==> src/rtl/byte_rx_fifo_if.sv <==
// byte_rx_fifo_if
// Groups the openMSP430 peripheral bus and the upstream byte stream of the
// receive FIFO into one bundle.
//   master : drives the bus request (per_addr, per_din, per_en, per_we) and
//            the byte stream (in_valid, in_data); it sees per_dout, in_ready
//            and irq.
//   slave  : the FIFO block itself, with the directions reversed.
interface byte_rx_fifo_if;
   logic [13:0] per_addr;
   logic [15:0] per_din;
   logic        per_en;
   logic [1:0]  per_we;
   logic [15:0] per_dout;
   logic        in_valid;
   logic [7:0]  in_data;
   logic        in_ready;
   logic        irq;

   modport master (
      output per_addr, per_din, per_en, per_we, in_valid, in_data,
      input  per_dout, in_ready, irq
   );

   modport slave (
      input  per_addr, per_din, per_en, per_we, in_valid, in_data,
      output per_dout, in_ready, irq
   );
endinterface

==> src/rtl/byte_rx_fifo.sv <==
// byte_rx_fifo
// Memory-mapped receive buffer. Bytes arrive over a valid/ready handshake
// and are stored in a 2^AW-entry FIFO. The CPU reads them through four word
// registers: STATUS (+0), DATA (+2, read pops), CTRL (+4) and COUNT (+6).
// A level interrupt is raised when the fill reaches the software threshold.
// Ports:
//   mclk     system clock, rising edge
//   puc_rst  synchronous active-high reset
//   bus      peripheral bus + byte stream + irq (byte_rx_fifo_if.slave)
module byte_rx_fifo #(
   parameter logic [14:0] BASE_ADDR = 15'h00c8,
   parameter int          DEC_WD    = 3,
   parameter int          AW        = 3
) (
   input  logic          mclk,
   input  logic          puc_rst,
   byte_rx_fifo_if.slave bus
);

   localparam logic [AW:0] DEPTH      = {1'b1, {AW{1'b0}}};
   localparam logic [1:0]  OFS_STATUS = 2'd0;
   localparam logic [1:0]  OFS_DATA   = 2'd1;
   localparam logic [1:0]  OFS_CTRL   = 2'd2;
   localparam logic [1:0]  OFS_COUNT  = 2'd3;

   // State
   logic [7:0]    mem_r [0:(1 << AW) - 1];
   logic [AW-1:0] wr_ptr_r, rd_ptr_r;
   logic [AW:0]   count_r;
   logic          overflow_r;
   logic          en_r, ien_r, drop_r;
   logic [3:0]    thresh_r;
   logic          in_ready_r, irq_r;

   // Decode and datapath
   logic          sel_s, rd_s, wr_s;
   logic [1:0]    ofs_s;
   logic          stat_wr_s, ctrl_wr_s, data_rd_s, flush_s;
   logic          empty_s, full_s, push_s, pop_s, drop_byte_s;
   logic [AW-1:0] wr_ptr_nxt_s, rd_ptr_nxt_s;
   logic [AW:0]   count_nxt_s;
   logic          overflow_nxt_s, en_nxt_s, ien_nxt_s, drop_nxt_s;
   logic [3:0]    thresh_nxt_s, eff_thresh_s;
   logic [4:0]    count_ext_s;
   logic          full_nxt_s, in_ready_nxt_s, irq_nxt_s;
   logic [15:0]   per_dout_s;

   assign sel_s     = bus.per_en & (bus.per_addr[13:DEC_WD-1] == BASE_ADDR[14:DEC_WD]);
   assign rd_s      = sel_s & (bus.per_we == 2'b00);
   assign wr_s      = sel_s & (bus.per_we != 2'b00);
   assign ofs_s     = bus.per_addr[1:0];
   assign stat_wr_s = wr_s & (ofs_s == OFS_STATUS);
   assign ctrl_wr_s = wr_s & (ofs_s == OFS_CTRL);
   assign data_rd_s = rd_s & (ofs_s == OFS_DATA);
   assign flush_s   = ctrl_wr_s & bus.per_din[3];

   assign empty_s = (count_r == {(AW+1){1'b0}});
   assign full_s  = (count_r == DEPTH);
   // in_ready_r already reflects full in normal mode; the extra ~full_s
   // keeps drop mode (where in_ready stays high) from writing past the end.
   assign push_s      = bus.in_valid & in_ready_r & ~full_s;
   assign pop_s       = data_rd_s & ~empty_s;
   assign drop_byte_s = bus.in_valid & en_r & drop_r & full_s;

   // Next-state computation for pointers, occupancy, CTRL and the flags
   // derived from them, so in_ready and irq can be registered.
   always_comb begin
      wr_ptr_nxt_s   = wr_ptr_r;
      rd_ptr_nxt_s   = rd_ptr_r;
      count_nxt_s    = count_r;
      overflow_nxt_s = overflow_r;
      en_nxt_s       = en_r;
      ien_nxt_s      = ien_r;
      drop_nxt_s     = drop_r;
      thresh_nxt_s   = thresh_r;

      // Flush wins over any push or pop on the same edge.
      if (flush_s) begin
         wr_ptr_nxt_s = {AW{1'b0}};
         rd_ptr_nxt_s = {AW{1'b0}};
         count_nxt_s  = {(AW+1){1'b0}};
      end else begin
         if (push_s) begin
            wr_ptr_nxt_s = wr_ptr_r + AW'(1'b1);
         end else begin
            wr_ptr_nxt_s = wr_ptr_r;
         end
         if (pop_s) begin
            rd_ptr_nxt_s = rd_ptr_r + AW'(1'b1);
         end else begin
            rd_ptr_nxt_s = rd_ptr_r;
         end
         case ({push_s, pop_s})
            2'b10:   count_nxt_s = count_r + (AW+1)'(1'b1);
            2'b01:   count_nxt_s = count_r - (AW+1)'(1'b1);
            default: count_nxt_s = count_r;
         endcase
      end

      if (ctrl_wr_s) begin
         en_nxt_s     = bus.per_din[0];
         ien_nxt_s    = bus.per_din[1];
         drop_nxt_s   = bus.per_din[2];
         thresh_nxt_s = bus.per_din[11:8];
      end else begin
         en_nxt_s     = en_r;
         ien_nxt_s    = ien_r;
         drop_nxt_s   = drop_r;
         thresh_nxt_s = thresh_r;
      end

      // A new drop on the clearing edge stays visible rather than being lost.
      if (drop_byte_s) begin
         overflow_nxt_s = 1'b1;
      end else if (stat_wr_s & bus.per_din[2]) begin
         overflow_nxt_s = 1'b0;
      end else begin
         overflow_nxt_s = overflow_r;
      end
   end

   // Registered in_ready / irq from next state; threshold 0 acts as 1, and
   // thresholds above the depth can never be met.
   always_comb begin
      eff_thresh_s   = (thresh_nxt_s == 4'd0) ? 4'd1 : thresh_nxt_s;
      count_ext_s    = 5'(count_nxt_s);
      full_nxt_s     = (count_nxt_s == DEPTH);
      in_ready_nxt_s = en_nxt_s & (drop_nxt_s | ~full_nxt_s);
      irq_nxt_s      = ien_nxt_s & (count_ext_s >= {1'b0, eff_thresh_s});
   end

   // Control and status state, synchronous reset.
   always_ff @(posedge mclk) begin
      if (puc_rst) begin
         wr_ptr_r   <= {AW{1'b0}};
         rd_ptr_r   <= {AW{1'b0}};
         count_r    <= {(AW+1){1'b0}};
         overflow_r <= 1'b0;
         en_r       <= 1'b0;
         ien_r      <= 1'b0;
         drop_r     <= 1'b0;
         thresh_r   <= 4'd0;
         in_ready_r <= 1'b0;
         irq_r      <= 1'b0;
      end else begin
         wr_ptr_r   <= wr_ptr_nxt_s;
         rd_ptr_r   <= rd_ptr_nxt_s;
         count_r    <= count_nxt_s;
         overflow_r <= overflow_nxt_s;
         en_r       <= en_nxt_s;
         ien_r      <= ien_nxt_s;
         drop_r     <= drop_nxt_s;
         thresh_r   <= thresh_nxt_s;
         in_ready_r <= in_ready_nxt_s;
         irq_r      <= irq_nxt_s;
      end
   end

   // FIFO storage; contents need no reset.
   always_ff @(posedge mclk) begin
      if (push_s & ~flush_s & ~puc_rst) begin
         mem_r[wr_ptr_r] <= bus.in_data;
      end
   end

   // Read mux; only a selected read cycle drives the bus.
   always_comb begin
      per_dout_s = 16'h0000;
      if (rd_s) begin
         case (ofs_s)
            OFS_STATUS: per_dout_s = {12'h000, irq_r, overflow_r, full_s, ~empty_s};
            OFS_DATA:   per_dout_s = empty_s ? 16'h0000 : {8'h00, mem_r[rd_ptr_r]};
            OFS_CTRL:   per_dout_s = {4'h0, thresh_r, 5'b00000, drop_r, ien_r, en_r};
            OFS_COUNT:  per_dout_s = 16'(count_r);
            default:    per_dout_s = 16'h0000;
         endcase
      end else begin
         per_dout_s = 16'h0000;
      end
   end

   assign bus.per_dout = per_dout_s;
   assign bus.in_ready = in_ready_r;
   assign bus.irq      = irq_r;

endmodule

==> src/flat_wrapper.sv <==
// flat-port wrapper written by rule: the top's interface ports become plain ports
module byte_rx_fifo_flat 
#(
   parameter logic [14:0] BASE_ADDR = 15'h00c8,
   parameter int          DEC_WD    = 3,
   parameter int          AW        = 3
)
  (mclk, puc_rst, bus_per_addr, bus_per_din, bus_per_en, bus_per_we, bus_in_valid, bus_in_data, bus_per_dout, bus_in_ready, bus_irq);
  byte_rx_fifo_if bus_i ();
  input  logic mclk;
  input  logic puc_rst;
  input wire logic [$bits(bus_i.per_addr)-1:0] bus_per_addr;
  input wire logic [$bits(bus_i.per_din)-1:0] bus_per_din;
  input wire logic [$bits(bus_i.per_en)-1:0] bus_per_en;
  input wire logic [$bits(bus_i.per_we)-1:0] bus_per_we;
  input wire logic [$bits(bus_i.in_valid)-1:0] bus_in_valid;
  input wire logic [$bits(bus_i.in_data)-1:0] bus_in_data;
  output wire logic [$bits(bus_i.per_dout)-1:0] bus_per_dout;
  output wire logic [$bits(bus_i.in_ready)-1:0] bus_in_ready;
  output wire logic [$bits(bus_i.irq)-1:0] bus_irq;
  assign bus_i.per_addr = bus_per_addr;
  assign bus_i.per_din = bus_per_din;
  assign bus_i.per_en = bus_per_en;
  assign bus_i.per_we = bus_per_we;
  assign bus_i.in_valid = bus_in_valid;
  assign bus_i.in_data = bus_in_data;
  assign bus_per_dout = bus_i.per_dout;
  assign bus_in_ready = bus_i.in_ready;
  assign bus_irq = bus_i.irq;
  byte_rx_fifo #(.BASE_ADDR(BASE_ADDR), .DEC_WD(DEC_WD), .AW(AW)) u_core (.mclk(mclk), .puc_rst(puc_rst), .bus(bus_i));
endmodule
==> config.mk <==
export PLATFORM = sky130hd
export DESIGN_NAME = byte_rx_fifo_flat
export DESIGN_NICKNAME = d
export VERILOG_FILES = /design/src/rtl/byte_rx_fifo_if.sv /design/src/rtl/byte_rx_fifo.sv /design/src/flat_wrapper.sv
export SDC_FILE = /design/constraint.sdc
export NUM_CORES = 1
export LEC_CHECK = 0
export ABC_AREA = 1
export BUFFER_PORTS_ARGS = -buffer_cell sky130_fd_sc_hd__buf_2
export CAP_MARGIN = 30
export CORE_ASPECT_RATIO = 0.7
export CORE_UTILIZATION = 40
export CTS_BUF_LIST = sky130_fd_sc_hd__clkbuf_4
export CTS_CLUSTER_SIZE = 16
export DETAILED_ROUTE_END_ITERATION = 10
export REMOVE_ABC_BUFFERS = 1
export SETUP_SLACK_MARGIN = 0.02
export SYNTH_ARGS = -nofsm -noshare
export SYNTH_HDL_FRONTEND = slang
export SYNTH_SLANG_ARGS = --single-unit
==> constraint.sdc <==
create_clock -name mclk -period 2.5 [get_ports mclk]
set_input_delay 0.25 -clock mclk [delete_from_list [all_inputs] [get_ports mclk]]
set_output_delay 0.25 -clock mclk [all_outputs]
set_load 0.02 [all_outputs]
==> results of run 1 <==
[power by group through the flow]
stage               Sequential [mW]  Combinational [mW]  Clock, mW
global placement               1.58              0.0885          0
detailed placement             1.58              0.0907          0
CTS                            1.54              0.0929      0.767
finish                         1.54              0.0925      0.742
floorplan                      1.58              0.0305          0
global route                   1.54               0.104      0.799
[final timing paths]
kind | endpoint | start | cells after the start
setup reg to reg | u_core.bus.irq | u_core.count_r[3] | 18
hold / removal | u_core.mem_r[6][7] | bus_in_data[7] | 1
setup / recovery | u_core.bus.irq | u_core.count_r[3] | 18
hold reg to reg | u_core.rd_ptr_r[2] | u_core.rd_ptr_r[2] | 2
[routing by layer]
metal / vias to the layer above / share of wire (%) / GRT usage, % / wire length (um)
met5: - / 0 / 0 / 0
met3: 11 / 6.3 / 4.61 / 602
met4: 0 / 1.3 / 6.65 / 120
met2: 90 / 44 / 29.1 / 4210
met1: 1513 / 49 / 27.3 / 4650
li1: 1580 / - / - / -
[layout make-up]
class / count / area, um2
Fill cell: 911 / 4890
Multi-Input combinational cell: 274 / 1530
Clock buffer: 9 / 67.6
Inverter: 44 / 168
Timing Repair Buffer: 85 / 531
Clock inverter: 7 / 57.6
Sequential cell: 87 / 2390
Tap cell: 128 / 160
[cell usage in the layout (no fill, tap or decap), types with 2 or more instances in the layout]
master and instances:
a21oi_1 11, a21oi_2 2, a31oi_1 2, buf_2 49, buf_4 34, clkbuf_4 9
clkinv_4 2, clkinvlp_4 2, conb_1 4, dfxtp_1 20, dfxtp_2 3, edfxtp_1 64
ha_1 6, ha_4 3, inv_1 37, inv_2 6, nand2_1 53, nand2_2 4
nand2_4 3, nand3_1 16, nand3_2 5, nand4_1 3, nor2_1 73, nor2_2 4
nor2_4 5, nor2_8 2, nor3_1 5, o211ai_1 2, o21ai_0 38, o21ai_1 6
o21ai_2 3, o221ai_1 4, o22ai_1 10, xnor2_1 2, xor2_1 2
[logic make-up (layout without fill, tap and decap cells)]
logic type | count (synthesis) | in the layout | synth area share (%)
flops | 87 | 87 | 58.5
compound gates | 80 | 80 | 11.1
other cells | 1 | 4 | 0.0921
simple gates | 176 | 176 | 20.0
xor+xnor | 5 | 5 | 1.08
buf+inv | 62 | 145 | 6.42
fa+ha+maj | 9 | 9 | 2.77
[repair_timing]
action,4_1_cts,5_1_grt
pin swaps,12,12
setup buffers,2,2
hold buffers,1,0
hold endpoints to repair,1,0
gates resized for setup,17,13
endpoints found under the setup margin,1,4
[metrics by stage]
step	setup TNS [ps]	cells	hold WS, ps	area, um2	power, mW
global route	-11.3	634	43.9	4900	2.45
global placement	-215	613	461	4620	1.67
floorplan	-142	405	319	3990	1.61
detailed placement	-295	613	470	4620	1.67
finish	0	634	63.4	4900	2.38
CTS	0	632	20.2	4830	2.40
[critical path: stages (launching register included)]
cell	delay (ps)
dfxtp_1	340
buf_4	140
nand3_2	90
nand3_2	110
ha_4	200
nand2_2	60
inv_2	40
nor2_4	100
ha_4	200
nand2_1	50
nand2_1	50
nand2_1	80
inv_1	50
ha_1	260
a21boi_1	130
o21ai_1	110
nand2_1	70
a21oi_2	110
nor3_1	50
[flip-flops by register name, indices dropped and copies added (netlist names), named ones only]
register and flops:
u_core.wr_ptr_r 3, u_core.ien_r 1, u_core.overflow_r 1, u_core.en_r 1, u_core.thresh_r 4, u_core.bus.irq 1, u_core.count_r 4, u_core.mem_r 64
u_core.bus.in_ready 1, u_core.rd_ptr_r 3, u_core.drop_r 1
==> flow_metrics.env, run 1 <==
export IMPL_status="finished, final reports clean"
export IMPL_start_util_pct=41.6
export IMPL_crit_type="reg2reg"
export IMPL_rrSetupSlack_ps=140
export IMPL_seq_power_share_pct=64.9
export IMPL_io_pins=62
export IMPL_grt_overflow_total=0
export IMPL_switchingPower_mw=0.585
export IMPL_cp_required_ps=2850
export IMPL_power_density_nw_per_um2=485
export IMPL_drtIter0Drc=155
export IMPL_combPwrFrac_pct=3.9
export IMPL_worstSetupEndpointType="register"
export IMPL_grt_start_max_net_pins=33
export IMPL_die_h_um=86.4
export IMPL_finalClockSkew_ps=12.5
export IMPL_antenna_cells=0
export IMPL_clk_pin_slew_ps=150
export IMPL_post_route_period_util_pct=94.3
export IMPL_ys_ff_latch=87
export IMPL_synth_distinct_cells=35
export IMPL_swShare_pct=24.6
export IMPL_h_tree_depth=3
export IMPL_dp_slack_ps=-295
export IMPL_vias=3194
export IMPL_layout_setup_ws_ps=141
export IMPL_area_delta_synth_final_pct=20.4
export IMPL_routabilityCongestion=0.811
export IMPL_cts_tree="done"
export IMPL_numClockSinks=87
export IMPL_coreArea_um2=9800
export IMPL_vias_per_cell=5.04
export IMPL_yosys_top_cells_area="edfxtp_1, dfxtp_1, nor2_1"
export IMPL_synthFlopType="edfxtp_1"
export IMPL_grt_pass1_wl_um=15100
export IMPL_worst_pin_slew_ps=989
export IMPL_setup_viol=0
export IMPL_layout_drive_gt1_share_pct=28.5
export IMPL_grt_pass1_vias=3010
export IMPL_hpwl_um=6730
export IMPL_drtAntennaViolNets=0
export IMPL_seq_area_frac_synth_pct=58.5
export IMPL_synth_most_common_cell="nor2_1"
export IMPL_netlist_area_leader_share_pct=47.2
export IMPL_timing_final_crit_period_ps=2360
export IMPL_rsz0062_at_grt="true"
export IMPL_fmax_ghz=0.424
export IMPL_antenna_found_initial=0
export IMPL_synthArstFlopShare_pct=0
export IMPL_synth_edf_count=64
export IMPL_drc_errors=0
export IMPL_synth_area_leader_cell="edfxtp_1"
export IMPL_clock_power_share_pct=31.2
export IMPL_crit_arrival_ps=2710
export IMPL_drv_slew=0
export IMPL_rows=30
export IMPL_slew_limit_headroom_pct=33.8
export IMPL_finalHoldViolations=0
export IMPL_die_w_um=123
export IMPL_leakagePower_nw=2.03
export IMPL_ys_warn_count=0
export IMPL_maxCapViolCount=0
export IMPL_dr_pass1_iters=5
export IMPL_cts_root_buf="clkbuf_4"
export IMPL_final_util_pct=50.1
export IMPL_p_int_mw=1.79
export IMPL_die_area_um2=10600
export IMPL_path_max_fanout=4
export IMPL_synth_common_cells="nor2_1, edfxtp_1, nand2_1, o21ai_0, inv_1"
export IMPL_fin_nets=554
export IMPL_syn_avg_cell_area_um2=9.69
export IMPL_portBuffers=49
export IMPL_syn_area_um2=4070
export IMPL_clockBufferDepth=2
export IMPL_hold_class="in2reg"
export IMPL_synth_cells=420
export IMPL_cts_buffers_inserted=9
export IMPL_vdd_ir_drop_max_v=0.000312
export IMPL_wire_per_inst_um=15.1
export IMPL_clkLatencyLatePin_ps=460
export IMPL_cp_start_kind="register"
export IMPL_drt_total_wl_um=9590
export IMPL_grtUsageTotal_pct=19.3
Power figures use the tool's default switching activity.
==> run 2: changes to the inputs <==
CTS_BUF_LIST = sky130_fd_sc_hd__clkbuf_8   (was sky130_fd_sc_hd__clkbuf_4)
GPL_TIMING_DRIVEN = 0   (was default)
==> run 2 against run 1 <==
Net effect: the flow now finishes with violations (negative setup slack); first-iteration DRC count rose by 100%; clock power is 40% higher; sequential power is essentially flat; clock-buffer cell count unchanged; power increased by 12%; cell count fell by 2.4%; worst setup slack got worse by 160 ps; sequential share of layout area about the same; routed wire length fell by 2.3%; core utilization is 0.24 points higher.
==> flow_metrics.env, run 2 (synthesis gave the netlist of run 1 again) <==
export IMPL_crit_type="reg2reg"
export IMPL_clockBufferDepth=2
export IMPL_power_density_nw_per_um2=541
export IMPL_layout_setup_ws_ps=-16.0
export IMPL_vdd_ir_drop_max_v=0.000241
export IMPL_cp_required_ps=2750
export IMPL_max_stage_delay_ps=380
export IMPL_hpwl_um=6360
export IMPL_grt_pass1_wl_um=14300
export IMPL_layout_common_cells="nor2_1, edfxtp_1, nand2_1"
export IMPL_largest_register_ffs=64
export IMPL_place_inst=585
export IMPL_max_flop_register="u_core.mem_r"
export IMPL_antenna_found_initial=0
export IMPL_routabilityCongestion=0.801
export IMPL_worst_pin_slew_ps=993
export IMPL_maxCapViolCount=0
export IMPL_status="finished, violations left"
export IMPL_leakagePower_nw=2.00
export IMPL_crit_arrival_ps=2770
export IMPL_wire_per_inst_um=15.1
export IMPL_drc_errors=0
export IMPL_crit_path_frequent_cell="nand2_2"
export IMPL_hold_class="in2reg"
export IMPL_rsz0062_at_grt="true"
export IMPL_whs_ps=131
export IMPL_h_tree_depth=3
export IMPL_clk_pin_slew_ps=80
export IMPL_finalHoldViolations=0
export IMPL_crit_chain="nor2_4 -> nand2_2 -> nand2_4 -> nor2_8 -> ha_4 -> nand2_2 -> inv_2 -> nor2_4 -> ha_4 -> nand2_2 -> nand2_2 -> nand2_2 -> inv_2 -> ha_4 -> a21boi_2 -> o21ai_1 -> nand2_1 -> a21oi_2 -> nor3_1"
export IMPL_power_mw=2.66
export IMPL_hold_buffers=0
export IMPL_drt_total_wl_um=9370
export IMPL_die_area_um2=10600
export IMPL_dr_pass1_iters=4
export IMPL_vias_per_cell=4.96
export IMPL_grt_overflow_total=0
export IMPL_slew_limit_headroom_pct=33.6
export IMPL_drtAntennaViolNets=0
export IMPL_layout_cells_most_common="nor2_1"
export IMPL_cts_tree="done"
export IMPL_die_h_um=86.4
export IMPL_layout_drive_gt1_share_pct=28.3
export IMPL_fillers=890
export IMPL_antenna_cells=0
export IMPL_dp_slack_ps=-596
export IMPL_vias=3069
export IMPL_fin_nets=539
export IMPL_numClockSinks=87
export IMPL_grtUsageTotal_pct=18.5
export IMPL_grt_start_max_net_pins=33
export IMPL_setup_viol=1
export IMPL_top_regs="u_core.mem_r (64), u_core.count_r (4), u_core.thresh_r (4)"
export IMPL_clkLatencyLatePin_ps=360
export IMPL_rows=30
export IMPL_timing_final_crit_period_ps=2520
export IMPL_portBuffers=49
export IMPL_area_delta_synth_final_pct=21.0
export IMPL_fmax_ghz=0.397
export IMPL_coreArea_um2=9800
export IMPL_drv_slew=0
export IMPL_finalClockSkew_ps=7.60
export IMPL_cts_buffers_inserted=9
export IMPL_grt_pass1_vias=2788
export IMPL_worst_path_buf_inv=2
export IMPL_final_cell_count_no_fill=619
export IMPL_slowest_stage="dfxtp_4"
export IMPL_post_route_period_util_pct=101
export IMPL_path_max_fanout=5
export IMPL_cts_root_buf="clkbuf_8"
export IMPL_cp_start_kind="register"
export IMPL_die_w_um=123
export IMPL_worstSetupEndpointType="register"
export IMPL_drtIter0Drc=317
export IMPL_io_pins=62
export IMPL_cp_top_family="simple AND/OR/NAND/NOR gates"
export IMPL_violations="negative setup slack"
export IMPL_start_util_pct=41.6
-- run 2: report_power, final --
group / switching (mW) / leakage, nW / internal [mW]
combinational: 0.0561 / 1.13 / 0.0284
clock: 0.486 / 0.108 / 0.555
sequential: 0.00000522 / 0.764 / 1.54
total: 0.542 / 2.00 / 2.12
-- run 2: what timing repair did --
| action | in CTS | in global routing |
|---|---|---|
| buffers inserted | 2 | 15 |
| resized for setup | 21 | 25 |
| pin swaps | 2 | 18 |
| endpoints found under the setup margin | 8 | 2 |
-- run 2: worst paths after layout --
check / start / endpoint / slack [ps] / cells past startpoint
worst max register to register: u_core.count_r[0] / u_core.bus.irq / -20 / 19
worst max-delay path: u_core.count_r[0] / u_core.bus.irq / -20 / 19
worst min-delay path: bus_per_din[0] / u_core.en_r / 130 / 3
worst min register to register: u_core.rd_ptr_r[2] / register / 470 / 2
-- run 2: per-stage QoR --
stage,util [%],instance area [um2],TNS [ps]
2_1_floorplan,-,3990,-142
3_3_place_gp,44.8,4390,-1140
3_5_place_dp,45.1,4420,-665
4_1_cts,48.1,4710,-56.0
5_1_grt,50.3,4930,-162
6_report,50.3,4930,-16.0
-- run 2: final cells by class --
class                      count  area [um2]  area share [%]
sequential                    87        2400            48.7
multi-input combinational    274        1570            31.8
timing repair buffer          70         410            8.33
inverter                      44         176            3.58
tap                          128         160            3.25
clock buffer                   9         124            2.51
clock inverter                 7        88.8            1.80
-- run 2: metal layers --
layer | wire [um] | GRT usage, % | vias to the layer above | share of wire (%)
met5 | 0 | 0 | - | 0
met4 | 103 | 5.21 | 0 | 1.1
met3 | 476 | 4.93 | 13 | 5.1
met2 | 4110 | 27.0 | 62 | 44
met1 | 4690 | 26.9 | 1441 | 50
li1 | - | - | 1553 | -
-- run 2: worst min-delay path: cells and delay by family --
kind / cells / cell delay, ps
buffers and inverters: 2 / 130
AOI/OAI and AO/OA: 1 / 80
==> run 3: changes to the inputs <==
SETUP_SLACK_MARGIN = 0.5   (was 0.02)
==> run 3 against run 2 <==
Net effect: largest power group unchanged; sequential share of layout area decreased by 2.7 points; global-route usage increased by 0.39 points; register-to-register slack improved by 96 ps; the run now ends clean; non-clock buffer count increased by 16; fmax increased by 4.0%; first-iteration DRC count decreased by 16%.
==> flow_metrics.env, run 3 (synthesis gave the netlist of run 1 again) <==
export IMPL_rows=30
export IMPL_rsz0062_at_grt="true"
export IMPL_grt_overflow_total=0
export IMPL_grt_pass1_wl_um=14700
export IMPL_io_pins=62
export IMPL_combPwrFrac_pct=3.2
export IMPL_die_w_um=123
export IMPL_clk_pin_slew_ps=80
export IMPL_finalClockSkew_ps=8.31
export IMPL_clock_power_share_pct=39.2
export IMPL_worstSetupEndpointType="register"
export IMPL_status="finished, final reports clean"
export IMPL_min_path_cells=3
export IMPL_start_util_pct=41.6
export IMPL_setup_tns_ps=0
export IMPL_coreArea_um2=9800
export IMPL_setup_viol=0
export IMPL_drv_slew=0
export IMPL_drtIter0Drc=267
export IMPL_vias=3134
export IMPL_fmax_ghz=0.413
export IMPL_numClockSinks=87
export IMPL_largest_register_ffs=64
export IMPL_hold_class="in2reg"
export IMPL_vdd_ir_drop_max_v=0.000258
export IMPL_dr_pass1_iters=4
export IMPL_drc_errors=0
export IMPL_area_delta_synth_final_pct=28.5
export IMPL_portBuffers=49
export IMPL_layout_setup_ws_ps=79.8
export IMPL_leakagePower_nw=2.10
export IMPL_seq_power_share_pct=57.6
export IMPL_drt_total_wl_um=9630
export IMPL_maxCapViolCount=0
export IMPL_fin_nets=555
export IMPL_worstRegToRegCells=18
export IMPL_path_max_fanout=4
export IMPL_crit_type="reg2reg"
export IMPL_hold_buffers=0
export IMPL_antenna_cells=0
export IMPL_h_tree_depth=3
export IMPL_slowest_stage="dfxtp_4"
export IMPL_crit_path_frequent_cell="nand2_2"
export IMPL_p_int_mw=2.12
export IMPL_crit_chain="nor2_4 -> nand2_2 -> nand2_4 -> nor2_8 -> ha_4 -> nor2_4 -> nor2_4 -> ha_4 -> nand2_2 -> nand2_2 -> nand2_2 -> inv_2 -> ha_4 -> a21boi_2 -> o21ai_1 -> nand2_1 -> a21oi_2 -> nor3_1"
export IMPL_grtUsageTotal_pct=18.9
export IMPL_hpwl_um=6360
export IMPL_grt_start_max_net_pins=33
export IMPL_max_stage_delay_ps=370
export IMPL_cp_start_kind="register"
export IMPL_cts_buffers_inserted=9
export IMPL_switchingPower_mw=0.548
export IMPL_post_route_period_util_pct=96.8
export IMPL_swShare_pct=20.5
export IMPL_clkLatencyLatePin_ps=360
export IMPL_cts_tree="done"
export IMPL_worst_r2r_startpoint="u_core.count_r[1]"
export IMPL_top_regs="u_core.mem_r (64), u_core.count_r (4), u_core.thresh_r (4)"
export IMPL_crit_arrival_ps=2670
export IMPL_finalHoldViolations=0
export IMPL_drtAntennaViolNets=0
export IMPL_cts_root_buf="clkbuf_8"
export IMPL_reg2reg_to="u_core.bus.irq"
export IMPL_rrSetupSlack_ps=80
export IMPL_wire_per_inst_um=15.2
export IMPL_clockBufferDepth=2
export IMPL_layout_drive_gt1_share_pct=34.1
export IMPL_die_area_um2=10600
export IMPL_layout_common_cells="edfxtp_1, nor2_1, nand2_1"
export IMPL_routabilityCongestion=0.801
export IMPL_power_density_nw_per_um2=510
export IMPL_vias_per_cell=4.94
export IMPL_holdPathEnd="u_core.en_r"
export IMPL_max_flop_register="u_core.mem_r"
export IMPL_grt_pass1_vias=2851
export IMPL_hold_start="bus_per_din[0]"
export IMPL_dp_slack_ps=-596
export IMPL_timing_final_crit_period_ps=2420
export IMPL_antenna_found_initial=0
export IMPL_cp_required_ps=2750
export IMPL_die_h_um=86.4
export IMPL_layout_cells_most_common="edfxtp_1"
[run 3: cell types whose count changed in the layout (fill, tap and decap cells not counted), sizes merged]
cell / previous run / this run
inv: 44 / 42
clkinv: 3 / 4
clkinvlp: 2 / 3
buf: 70 / 86
[run 3: timing repair]
action,in CTS,in global routing
setup buffers,17,17
resized for setup,51,56
endpoints found under the setup margin,77,33
pin swaps,15,20
[run 3: metrics by stage]
step | cell area (um2) | instances | hold WS, ps | total power [mW] | util [%]
5_1_grt | 5230 | 635 | 144 | 2.74 | 53.4
2_1_floorplan | 3990 | 405 | 319 | 1.61 | -
3_3_place_gp | 4390 | 582 | 453 | 1.66 | 44.8
4_1_cts | 4930 | 618 | 116 | 2.69 | 50.3
3_5_place_dp | 4420 | 585 | 460 | 1.66 | 45.1
6_report | 5230 | 635 | 129 | 2.67 | 53.4
[run 3: power groups by stage]
stage	clock network (mW)	logic, mW	registers, mW
2_1_floorplan	0	0.0305	1.58
3_3_place_gp	0	0.0813	1.58
3_5_place_dp	0	0.0839	1.58
4_1_cts	1.06	0.0850	1.54
5_1_grt	1.11	0.0954	1.54
6_report	1.05	0.0854	1.54
[run 3: layout make-up]
type | instances | area, um2
repair buffers | 86 | 593
multi-input cells | 274 | 1660
well taps | 128 | 160
clock buffers | 9 | 124
fillers | 871 | 4560
flip-flops and latches | 87 | 2410
clock inverters | 7 | 88.8
inverters | 44 | 199
[run 3: worst max-delay path by stage]
stage                            from        endpoint  cells past startpoint
floorplan             bus_per_addr[3]  u_core.bus.irq                     22
global placement      bus_per_addr[3]  u_core.bus.irq                     23
global route        u_core.count_r[1]  u_core.bus.irq                     19
CTS                 u_core.count_r[0]  u_core.bus.irq                     19
finish              u_core.count_r[1]  u_core.bus.irq                     18
detailed placement         bus_per_en  u_core.bus.irq                     22
[run 3: per-layer routing]
metal | wire [um] | vias to the layer above | part of all wire [%] | track usage, %
met3 | 477 | 10 | 5.0 | 5.07
met5 | 0 | - | 0 | 0
met2 | 4190 | 67 | 43 | 27.6
met1 | 4860 | 1468 | 50 | 27.4
li1 | - | 1589 | - | -
met4 | 101 | 0 | 1.0 | 5.32
[run 3: critical path, delay by kind of cell (launching register included)]
| family | cells | cell delay (ps) |
|---|---|---|
| flip-flops | 1 | 370 |
| AND/OR/NAND/NOR | 11 | 880 |
| adder cells (fa/ha/maj) | 3 | 600 |
| buffers and inverters | 1 | 70 |
| AO/OA/AOI/OAI | 3 | 380 |
